### config.mk
export PLATFORM = sky130hd
export DESIGN_NAME = pipe_stage_reg
export DESIGN_NICKNAME = d
export VERILOG_FILES = /design/src/rtl/pipe_stage_reg_pkg.sv /design/src/rtl/pipe_reg_bank.sv /design/src/rtl/pipe_stage_reg.sv
export SDC_FILE = /design/constraint.sdc
export NUM_CORES = 1
export LEC_CHECK = 0
export ABC_AREA = 0
export CORE_ASPECT_RATIO = 1.5
export CORE_UTILIZATION = 50
export DETAILED_ROUTE_END_ITERATION = 12
export PLACE_DENSITY = 0.76
export SETUP_SLACK_MARGIN = 0.05
export SYNTH_ARGS = -nofsm -noshare
export SYNTH_HDL_FRONTEND = slang
export SYNTH_HIERARCHICAL = 1
export SYNTH_SLANG_ARGS = --single-unit
### constraint.sdc
create_clock -name clk -period 4.6 [get_ports clk]
set_input_delay 1.15 -clock clk [delete_from_list [all_inputs] [get_ports clk]]
set_output_delay 1.15 -clock clk [all_outputs]
set_load 0.02 [all_outputs]
### src/rtl/pipe_stage_reg_pkg.sv
// Shared pipeline definitions: stage FSM encoding, default payload width and
// per-stage payload widths for the IF/ID, ID/EX, EX/MEM and MEM/WB registers.
package pipe_stage_reg_pkg;

    typedef enum logic [1:0] {
        StEmpty = 2'd0,
        StBusy  = 2'd1,
        StFull  = 2'd2
    } stage_state_e;

    localparam int unsigned DefaultWidth = 32;

    // Control bits sit in the payload so a zeroed (flushed) entry never writes back.
    typedef struct packed {
        logic [31:0] data;
        logic [4:0]  rd;
        logic        reg_write;
        logic        mem_to_reg;
    } mem_wb_t;

    localparam int unsigned IfIdWidth  = 64;
    localparam int unsigned IdExWidth  = 32 + 32 + 32 + 5 + 8;
    localparam int unsigned ExMemWidth = 32 + 32 + 5 + 4;
    localparam int unsigned MemWbWidth = $bits(mem_wb_t);

    function automatic logic [MemWbWidth-1:0] pack_mem_wb(input logic [31:0] data,
                                                           input logic [4:0]  rd,
                                                           input logic        reg_write,
                                                           input logic        mem_to_reg);
        mem_wb_t p;
        p.data       = data;
        p.rd         = rd;
        p.reg_write  = reg_write;
        p.mem_to_reg = mem_to_reg;
        return p;
    endfunction

endpackage

### src/rtl/pipe_reg_bank.sv
// WIDTH-bit register with load enable, synchronous clear (wins over load)
// and asynchronous active-low reset.
module pipe_reg_bank #(
    parameter int unsigned WIDTH = 32
) (
    input  logic             clk,
    input  logic             reset,
    input  logic             load_i,
    input  logic             clear_i,
    input  logic [WIDTH-1:0] d_i,
    output logic [WIDTH-1:0] q_o
);

    logic [WIDTH-1:0] data_q;

    always_ff @(posedge clk or negedge reset) begin
        if (!reset) begin
            data_q <= '0;
        end else if (clear_i) begin
            data_q <= '0;
        end else if (load_i) begin
            data_q <= d_i;
        end
    end

    assign q_o = data_q;

endmodule

### src/rtl/pipe_stage_reg.sv
// Two-entry skid-buffered pipeline stage register; all handshake outputs come
// from registered state only.
module pipe_stage_reg
    import pipe_stage_reg_pkg::*;
#(
    parameter int unsigned WIDTH         = DefaultWidth,
    parameter bit          ZERO_ON_FLUSH = 1'b1
) (
    input  logic             clk,
    input  logic             reset,
    input  logic             in_valid,
    output logic             in_ready,
    input  logic [WIDTH-1:0] in_data,
    input  logic             flush,
    output logic             out_valid,
    input  logic             out_ready,
    output logic [WIDTH-1:0] out_data,
    output logic [1:0]       count
);

    stage_state_e     state_q;
    logic             rdy_q;
    logic             in_fire;
    logic             out_fire;
    logic             main_load;
    logic             skid_load;
    logic             bank_clear;
    logic [WIDTH-1:0] main_d;
    logic [WIDTH-1:0] main_q;
    logic [WIDTH-1:0] skid_q;

    assign in_ready  = rdy_q && (state_q != StFull);
    assign out_valid = (state_q != StEmpty);
    assign out_data  = main_q;
    assign in_fire   = in_valid & in_ready;
    assign out_fire  = out_valid & out_ready;

    always_comb begin
        main_load  = 1'b0;
        skid_load  = 1'b0;
        main_d     = in_data;
        bank_clear = flush & ZERO_ON_FLUSH;
        if (!flush) begin
            unique case (state_q)
                StEmpty: main_load = in_fire;
                StBusy: begin
                    main_load = in_fire & out_fire;
                    skid_load = in_fire & ~out_fire;
                end
                StFull: begin
                    main_load = out_fire;
                    main_d    = skid_q;
                end
                default: ;
            endcase
        end
    end

    always_comb begin
        count = 2'd0;
        unique case (state_q)
            StEmpty: count = 2'd0;
            StBusy:  count = 2'd1;
            StFull:  count = 2'd2;
            default: count = 2'd0;
        endcase
    end

    // rdy_q keeps in_ready low through reset and the first edge after release.
    always_ff @(posedge clk or negedge reset) begin
        if (!reset) begin
            state_q <= StEmpty;
            rdy_q   <= 1'b0;
        end else begin
            rdy_q <= 1'b1;
            if (flush) begin
                state_q <= StEmpty;
            end else begin
                unique case (state_q)
                    StEmpty: if (in_fire) state_q <= StBusy;
                    StBusy: begin
                        if (in_fire && !out_fire) state_q <= StFull;
                        else if (!in_fire && out_fire) state_q <= StEmpty;
                    end
                    StFull: if (out_fire) state_q <= StBusy;
                    default: state_q <= StEmpty;
                endcase
            end
        end
    end

    pipe_reg_bank #(
        .WIDTH(WIDTH)
    ) u_main (
        .clk    (clk),
        .reset  (reset),
        .load_i (main_load),
        .clear_i(bank_clear),
        .d_i    (main_d),
        .q_o    (main_q)
    );

    pipe_reg_bank #(
        .WIDTH(WIDTH)
    ) u_skid (
        .clk    (clk),
        .reset  (reset),
        .load_i (skid_load),
        .clear_i(bank_clear),
        .d_i    (in_data),
        .q_o    (skid_q)
    );

endmodule

==> impl_metrics.tcl, run 1 <==
set metrics [dict create \
    grtUsageTotal_pct 19.4 \
    finalSetupTns_ps 0 \
    reg2reg_from "state_q[0]$_DFFE_PN0P_" \
    post-route-cell-area_um2 4220 \
    dieHeight_um 103 \
    n_antenna_cell 0 \
    route.antenna.remaining_nets 0 \
    yosysSeqAreaShare_pct 49.3 \
    antenna_found_initial 0 \
    post-route-period-util_pct 65.8 \
    synth_nets 301 \
    drc_errors 0 \
    p_leak_nw 1.82 \
    fp.dieW_um 69.3 \
    nFillCells 510 \
    gp_congestion 0.755 \
    drive_above_1_share_pct 18.3 \
    synth_top_family_by_area "multiplexers" \
    yosys_warnings 6 \
    reg2reg_to "u_main/q_o[2]$_DFFE_PN0P_" \
    min_from "u_main/q_o[28]$_DFFE_PN0P_" \
    finClkSkew_ps 8.09 \
    max_freq_ghz 0.331 \
    hold_depth 2 \
    worst_setup_path_start_kind "input port" \
    dr.pass1.iters 4 \
    synth_adder_area_share_pct 0 \
    worstHoldEndpoint "u_main/q_o[28]$_DFFE_PN0P_" \
    grt_pass1_wl_um 10700 \
    reg2reg_slack_ps 2430 \
    critical_path_peak_fanout 32 \
    synth-simple-area-share_pct 10.2 \
    rsz0062_at_grt "false" \
    drt_first_iter_violations 135 \
    fp-row-count 36 \
    holdWs_ps 517 \
    cts-root-buf "clkbuf_8" \
    cts_tree "yes" \
    grt_max_degree 62 \
    clk_pin_slew_ps 70 \
    synthCells 264 \
    finalSetupViolCount 0 \
    dp_hpwl_um 3980 \
    final_cell_mix "clkdlybuf4s50_1 (70), dfrtp_1 (67), mux2i_1 (64), nor2_1 (64), mux2_4 (30)" \
    report.final.slew_viol_count 0 \
    avgSynthCellArea_um2 12.9 \
    final_cells 415 \
    dr_total_vias 2131 \
    synth_xor_area_share_pct 0 \
    dp.cells 399 \
    wl_um 6330 \
    mostFrequentLayoutCell "clkdlybuf4s50_1" \
    final_hold_viol_count 0 \
    viasPerCell 5.13 \
    grt_pass1_vias 2231 \
    endpoint_kind "flip-flop" \
    cts.sinks 67 \
    hold_buffers 0 \
    cap_viol_max_count 0 \
    overflow 0 \
    clock_path_buffers 2 \
    outcome "finished, final reports clean" \
    die_area_um2 7140 \
    placed_cell_area_um2 4030 \
    fin_ws_ps 1580 \
    synthMuxAreaShare_pct 32.8 \
    worst_slew_pin_slew_ps 915 \
    ys.flop_type "dfrtp_1" \
    ys_ff_latch 67 \
    wire_per_inst_um 15.3 \
    synth_cell_types 25 \
    irDropWorstVdd_uv 190 \
    area_delta_synth_final_pct 24.2 \
    synth_edf_count 0 \
    synth-async-reset-ratio_pct 100 \
    clk_latency_ps 340 \
    syn-cell-area_um2 3400 \
    reg2regPathDepth 6 \
    maxSlewHeadroom_pct 39.0 \
    design.core.area_um2 6530 \
    ios 73 \
    cp.required_ps 4800 \
    io_buffers 72 \
    critPathArrivalTime_ps 3220 \
    power.density_nw_per_um2 294 \
    cts_max_level 3 \
    start_util_pct 52.0 \
    post_cts_buffers 0 \
    synth_compound_area_share_pct 0.773 \
    hold_class "flip-flop to flip-flop" \
    cts-resized-gates 0 \
    cts_inserted_buffers 9 \
    period_needed_ps 3020 \
    worstSetupPathType "input port to flip-flop" \
    pre_cts_ws_ps 1240 \
    fin_nets 371 \
]
## worst max-delay path, cell delays in order
cell and delay (ps):
clkdlybuf4s50_1 560, nor2b_2 80, or3_2 450, a21oi_4 150, buf_4 490, mux2i_1 270
nor2_1 60
## synth_stat cells, types with 2 or more instances
master	number	share of area [%]
mux2_2	2	0.66
inv_1	2	0.22
dfrtp_1	67	49
clkbuf_1	6	0.66
mux2i_1	64	19
nor2_1	64	7.1
mux2_4	30	13
a21oi_1	2	0.29
nor3_1	2	0.29
buf_12	9	5.3
buf_6	2	0.66
## registers in the layout, summed over array words and instances (netlist names)
name and cells:
u_main/q_o 32, u_skid/q_o 32, state_q 2, rdy_q 1
## logic make-up after synthesis
logic type | count (synthesis)
other | 1
flip-flops | 67
AND/OR/NAND/NOR | 77
buffers and inverters | 19
multiplexers | 96
AO/OA/AOI/OAI | 4
## layout make-up
class,instances,area [µm²],area share [%]
Tap cell,76,95.1,2.25
Sequential cell,67,1680,39.7
Inverter,2,7.51,0.178
Multi-Input combinational cell,178,1510,35.7
Clock buffer,11,141,3.35
Clock inverter,5,52.6,1.24
Timing Repair Buffer,76,741,17.5
## power breakdown
part / switching [mW] / total, mW / internal (mW)
Sequential: 0.00731 / 0.608 / 0.601
Combinational: 0.0709 / 0.154 / 0.0827
Clock: 0.219 / 0.481 / 0.262
## worst max path at each step
stage / cells after the start / end / startpoint / slack [ps]
6_report: 7 / u_main/q_o[2]$_DFFE_PN0P_ / out_ready / 1580
5_1_grt: 7 / u_main/q_o[17]$_DFFE_PN0P_ / out_ready / 1440
4_1_cts: 7 / u_main/q_o[1]$_DFFE_PN0P_ / out_ready / 1600
3_5_place_dp: 7 / u_main/q_o[1]$_DFFE_PN0P_ / out_ready / 1240
3_3_place_gp: 7 / u_main/q_o[1]$_DFFE_PN0P_ / out_ready / 1280
2_1_floorplan: 7 / u_main/q_o[0]$_DFFE_PN0P_ / in_valid / 2160
## through the flow
step	util, %	power, mW
final	64.6	1.24
after global routing	64.6	1.30
after CTS	64.6	1.26
after detailed placement	61.7	0.774
after global placement	61.7	0.772
after floorplan	-	0.698
## layer usage
layer / part of all wire (%) / GRT usage (%) / wire length [µm]
met1: 46 / 25.1 / 2930
met2: 49 / 31.6 / 3090
met3: 3.4 / 3.13 / 213
met4: 1.5 / 10.4 / 98
met5: 0 / 0 / 0
(Power assumes the default switching activity.)
==> inputs of run 2 (changes only) <==
--- a/config.mk
+++ b/config.mk
@@ -7,9 +7,9 @@
 export LEC_CHECK = 0
 export ABC_AREA = 0
 export CORE_ASPECT_RATIO = 1.5
-export CORE_UTILIZATION = 50
+export CORE_UTILIZATION = 46
 export DETAILED_ROUTE_END_ITERATION = 12
-export PLACE_DENSITY = 0.76
+export PLACE_DENSITY = 0.73
 export SETUP_SLACK_MARGIN = 0.05
 export SYNTH_ARGS = -nofsm -noshare
 export SYNTH_HDL_FRONTEND = slang
==> constraint.sdc (replaced) <==
create_clock -name clk -period 2.64 [get_ports clk]
set_input_delay 0.66 -clock clk [delete_from_list [all_inputs] [get_ports clk]]
set_output_delay 0.66 -clock clk [all_outputs]
set_load 0.02 [all_outputs]
==> run 2 against run 1 <==
Against the previous run: via count rose by 1.9%; final cell count rose by 7.2%; power rose by 73%; flip-flop and latch count is the same; utilization is 3.8 points lower; worst hold slack worse by 180 ps; combinational power increased by 81%; sequential share of layout area shrank 1.3 points; critical path type is now flip-flop to output pin.
==> impl_metrics.tcl, run 2 (synthesized netlist as in run 1, its figures left out) <==
set metrics [dict create \
    report.final.slew_viol_count 0 \
    reg2reg_slack_ps 750 \
    seqPwrFrac_pct 49.4 \
    period_needed_ps 2340 \
    cts_max_level 3 \
    max_freq_ghz 0.427 \
    power.total_mw 2.15 \
    finalSetupViolCount 0 \
    dieHeight_um 107 \
    wire_per_inst_um 14.3 \
    route.antenna.remaining_nets 0 \
    switchingPower_mw 0.502 \
    hold_buffers 0 \
    worstSetupPathType "flip-flop to output pin" \
    drt_first_iter_violations 141 \
    gp_congestion 0.717 \
    dr_total_vias 2171 \
    post_cts_buffers 0 \
    power.share.switching_pct 23.4 \
    ios 73 \
    reg2reg_from "state_q[0]$_DFFE_PN0P_" \
    cts-root-buf "clkbuf_8" \
    path_delay_family "buffers and inverters" \
    cts_inserted_buffers 9 \
    viasPerCell 4.88 \
    cts-resized-gates 0 \
    grtUsageTotal_pct 18.4 \
    p_leak_nw 1.88 \
    worst_slew_pin_slew_ps 629 \
    critPathArrivalTime_ps 1680 \
    reg2regPathDepth 6 \
    post-route-cell-area_um2 4370 \
    maxSlewHeadroom_pct 58.1 \
    rsz0062_at_grt "false" \
    dp_hpwl_um 4210 \
    io_buffers 72 \
    dr.pass1.iters 4 \
    critPathBufInv 1 \
    worst_setup_path_start_kind "flip-flop" \
    final_cell_mix "clkdlybuf4s50_1 (70), dfrtp_1 (67), mux2i_1 (64), nor2_1 (64), mux2_4 (30)" \
    grt_pass1_wl_um 10800 \
    fin_util_pct 60.9 \
    finClkSkew_ps 3.30 \
    final_hold_viol_count 0 \
    n_antenna_cell 0 \
    outcome "finished, final reports clean" \
    crit_path_max_incr_delay_ps 590 \
    reg2reg_to "u_main/q_o[5]$_DFFE_PN0P_" \
    cts_tree "yes" \
    cp.required_ps 1980 \
    wl_um 6350 \
    worstPathCellList "nand2b_4 > and2_2 > clkdlybuf4s50_1" \
    fp.dieW_um 72.2 \
    endpoint_kind "output pin" \
    post-route-period-util_pct 88.6 \
    finalSetupTns_ps 0 \
    design.core.area_um2 7180 \
    hold_class "input port to async pin" \
    cap_viol_max_count 0 \
    placed_cell_area_um2 4180 \
    grt_pass1_vias 2281 \
    area_delta_synth_final_pct 28.5 \
    start_util_pct 47.4 \
    grt_max_degree 43 \
    clk_latency_ps 340 \
    slowest_stage "clkdlybuf4s50_1" \
    antenna_found_initial 0 \
    drive_above_1_share_pct 19.4 \
    drc_errors 0 \
    irDropWorstVdd_uv 321 \
    power.density_nw_per_um2 491 \
    p_int_mw 1.64 \
    clock_path_buffers 2 \
    cts.sinks 67 \
    die_area_um2 7740 \
    overflow 0 \
    fin_nets 377 \
    clkPwrFrac_pct 37.7 \
    mostFrequentLayoutCell "clkdlybuf4s50_1" \
    power.share.combinational_pct 12.9 \
    fp-row-count 38 \
    critical_path_peak_fanout 7 \
    clk_pin_slew_ps 70 \
]
## run 2: cell type report
type | instances | area, µm²
Clock buffer | 15 | 186
Clock inverter | 1 | 5.00
Fill cell | 605 | 2810
Inverter | 2 | 7.51
Multi-Input combinational cell | 178 | 1510
Sequential cell | 67 | 1680
Tap cell | 100 | 125
Timing Repair Buffer | 82 | 861
## run 2: per-layer routing
metal	wire length, µm	track usage (%)	vias to the layer above
met4	133	10.1	0
met3	223	3.09	10
met1	2820	23.1	1062
met2	3170	29.7	55
met5	0	0	-
li1	-	-	1044
## run 2: worst max path at each step
stage                     cells past startpoint                    from                    endpoint  slack [ps]
final                                         3  state_q[1]$_DFFE_PN0P_                    in_ready         300
after global routing                          3  state_q[1]$_DFFE_PN0P_                    in_ready         240
after CTS                                     3  state_q[1]$_DFFE_PN0P_                    in_ready         270
after detailed placement                      7                in_valid  u_main/q_o[23]$_DFFE_PN0P_          70
after global placement                        7                in_valid  u_main/q_o[27]$_DFFE_PN0P_         110
after floorplan                               7                in_valid   u_main/q_o[0]$_DFFE_PN0P_         690
## run 2: power by group through the flow
stage	clock, mW	combinational, mW	sequential, mW
floorplan	0	0.119	1.10
global placement	0	0.278	1.08
detailed placement	0	0.282	1.08
CTS	0.837	0.283	1.06
global route	0.871	0.302	1.06
finish	0.808	0.278	1.06
## run 2: per-stage QoR
| step | setup slack, ps | cells | hold WS, ps |
|---|---|---|---|
| final | 300 | 445 | 336 |
| after global routing | 238 | 445 | 379 |
| after CTS | 273 | 445 | 343 |
| after detailed placement | 74.6 | 429 | 509 |
| after global placement | 106 | 429 | 497 |
| after floorplan | 686 | 264 | 364 |
==> inputs of run 3 (changes only) <==
--- a/config.mk
+++ b/config.mk
@@ -7,11 +7,10 @@
 export LEC_CHECK = 0
 export ABC_AREA = 0
 export CORE_ASPECT_RATIO = 1.5
-export CORE_UTILIZATION = 46
+export CORE_UTILIZATION = 45
 export DETAILED_ROUTE_END_ITERATION = 12
 export PLACE_DENSITY = 0.73
 export SETUP_SLACK_MARGIN = 0.05
 export SYNTH_ARGS = -nofsm -noshare
 export SYNTH_HDL_FRONTEND = slang
-export SYNTH_HIERARCHICAL = 1
 export SYNTH_SLANG_ARGS = --single-unit
==> run 3 against run 2 <==
Against the previous run: first-iteration DRC count fell by 11%; design area fell by 4.7%; utilization rose by 2.5 points; via count fell by 3.5%; clock-buffer cell count fell by 3; non-clock buffer count rose by 1; final cell count fell by 12%.
==> impl_metrics.tcl, run 3 <==
set metrics [dict create \
    viasPerCell 5.35 \
    grt_use_met2_pct 32.7 \
    hold_buffers 0 \
    grt_pass1_vias 2187 \
    grt.busiest_layer "met2" \
    syn-cell-area_um2 3120 \
    worst_slew_pin_slew_ps 779 \
    ys_ff_latch 67 \
    synth_area_leaders "dfrtp_1 (54%), mux2_4 (13%), mux2i_1 (10%)" \
    irDropWorstVdd_uv 560 \
    synth_edf_count 0 \
    synthTopCellsByCount "dfrtp_1 (67), nor2_1 (37), a22o_1 (32), mux2i_1 (32), mux2_4 (26)" \
    worstSetupPathType "flip-flop to output pin" \
    nFillCells 531 \
    fin_nets 348 \
    area_delta_synth_final_pct 33.5 \
    start_util_pct 47.4 \
    synth_xor_area_share_pct 0 \
    yosysMostFrequentCell "dfrtp_1" \
    synth_top_area_share_pct 53.8 \
    critical_path_peak_fanout 8 \
    power.density_nw_per_um2 573 \
    yosys_warnings 0 \
    post-route-period-util_pct 92.2 \
    final_hold_viol_count 0 \
    dr.pass1.iters 4 \
    synthCells 234 \
    clk_pin_slew_ps 70 \
    report.final.slew_viol_count 0 \
    synth_top_family_by_area "multiplexers" \
    hold_class "input port to async pin" \
    fp.dieW_um 70.0 \
    cts-root-buf "clkbuf_8" \
    yosysSeqAreaShare_pct 53.8 \
    overflow 0 \
    cts-resized-gates 0 \
    synth-simple-area-share_pct 6.66 \
    grt_pass1_wl_um 10900 \
    cap_viol_max_count 0 \
    met3_usage_pct 4.46 \
    synth_compound_area_share_pct 10.4 \
    finClkSkew_ps 7.21 \
    yosysTopAreaCell "dfrtp_1" \
    dr_total_vias 2096 \
    antenna_found_initial 0 \
    cts_max_level 3 \
    cp.required_ps 1980 \
    design.core.area_um2 6580 \
    clock_path_buffers 2 \
    io_buffers 72 \
    mostFrequentLayoutCell "clkdlybuf4s50_1" \
    drc_errors 0 \
    ys.flop_type "dfrtp_1" \
    fin_ws_ps 206 \
    maxSlewHeadroom_pct 48.0 \
    endpoint_kind "output pin" \
    dp_hpwl_um 4280 \
    grtUsageTotal_pct 19.6 \
    route.antenna.remaining_nets 0 \
    gp_congestion 0.769 \
    p_leak_nw 2.06 \
    synth_cell_types 24 \
    drt_first_iter_violations 126 \
    outcome "finished, final reports clean" \
    fin_util_pct 63.3 \
    cts_tree "yes" \
    cts.sinks 67 \
    n_antenna_cell 0 \
    fp-row-count 36 \
    max_freq_ghz 0.411 \
    finalSetupTns_ps 0 \
    avgSynthCellArea_um2 13.3 \
    wire_per_inst_um 16.7 \
    power.total_mw 2.39 \
    worst_setup_path_start_kind "flip-flop" \
    drive_above_1_share_pct 20.3 \
    wl_um 6560 \
    dieHeight_um 104 \
    grt_use_met1_pct 23.8 \
    cts_inserted_buffers 9 \
    die_area_um2 7280 \
    clk_latency_ps 350 \
    ios 73 \
    synth_nets 271 \
    pre_cts_ws_ps 223 \
    finalSetupViolCount 0 \
    post_cts_buffers 0 \
    synthMuxAreaShare_pct 24.9 \
    rsz0062_at_grt "false" \
    synth-async-reset-ratio_pct 100 \
    final_cell_mix "clkdlybuf4s50_1 (71), dfrtp_1 (67), nor2_1 (36)" \
    critPathArrivalTime_ps 1770 \
    synth_adder_area_share_pct 0 \
    period_needed_ps 2430 \
    grt_max_degree 39 \
]
-- run 3: cell types whose count changed after synthesis, moves of 2 or more --
cell,change
buf_12,-9
o21ai_0,+2
mux2_4,-4
buf_6,+5
buf_2,+7
nor2_1,-27
clkbuf_1,-3
mux2i_1,-32
mux2_2,+4
a22o_1,+32
nor2b_1,+2
-- run 3: layer usage --
layer | share of wire [%] | up-vias
met1 | 41 | 1052
met3 | 3.4 | 10
met4 | 2.0 | 0
li1 | - | 985
met5 | 0 | -
met2 | 53 | 49
-- run 3: final cells by class --
cell class | instances | area [µm²] | area share (%)
inverters | 1 | 3.75 | 0.0901
multi-input cells | 149 | 1330 | 31.8
clock inverters | 4 | 72.6 | 1.74
clock buffers | 12 | 155 | 3.72
flip-flops and latches | 67 | 1680 | 40.3
repair buffers | 83 | 836 | 20.1
well taps | 76 | 95.1 | 2.28
-- run 3: logic make-up after synthesis --
kind of cell           count (synthesis)
AO/OA/AOI/OAI                         37
AND/OR/NAND/NOR                       47
other                                  1
multiplexers                          64
buffers and inverters                 18
flip-flops                            67
-- run 3: critical path: stages, from the launching register on --
cell and delay, ps:
dfrtp_1 470, and2b_2 250, nor2b_1 100, clkdlybuf4s50_1 600
-- run 3: through the flow --
| stage | hold WS (ps) | area, µm² | std cells |
|---|---|---|---|
| after floorplan | 364 | 3120 | 234 |
| after global placement | 485 | 3940 | 376 |
| after detailed placement | 489 | 3940 | 376 |
| after CTS | 377 | 4170 | 392 |
| after global routing | 411 | 4170 | 392 |
| final | 356 | 4170 | 392 |
-- run 3: path summary, 6_finish.rpt --
kind,startpoint,to,slack (ps),cells past startpoint
worst max register to register,state_q[1]$_DFFE_PN0P_,u_main.q_o[31]$_DFFE_PN0P_,690,5
min in group clk,u_skid.q_o[15]$_DFFE_PN0P_,u_skid.q_o[15]$_DFFE_PN0P_,510,1
worst max-delay path,state_q[1]$_DFFE_PN0P_,in_ready,210,3
worst min register to register,u_skid.q_o[15]$_DFFE_PN0P_,u_skid.q_o[15]$_DFFE_PN0P_,510,1
max in group asynchronous,reset,u_main.q_o[19]$_DFFE_PN0P_,1640,2
worst min-delay path,reset,state_q[0]$_DFFE_PN0P_,360,1
-- run 3: power breakdown --
part	switching, mW	internal [mW]
sequential	0.0202	1.06
combinational	0.155	0.183
clock	0.389	0.582
total	0.565	1.82
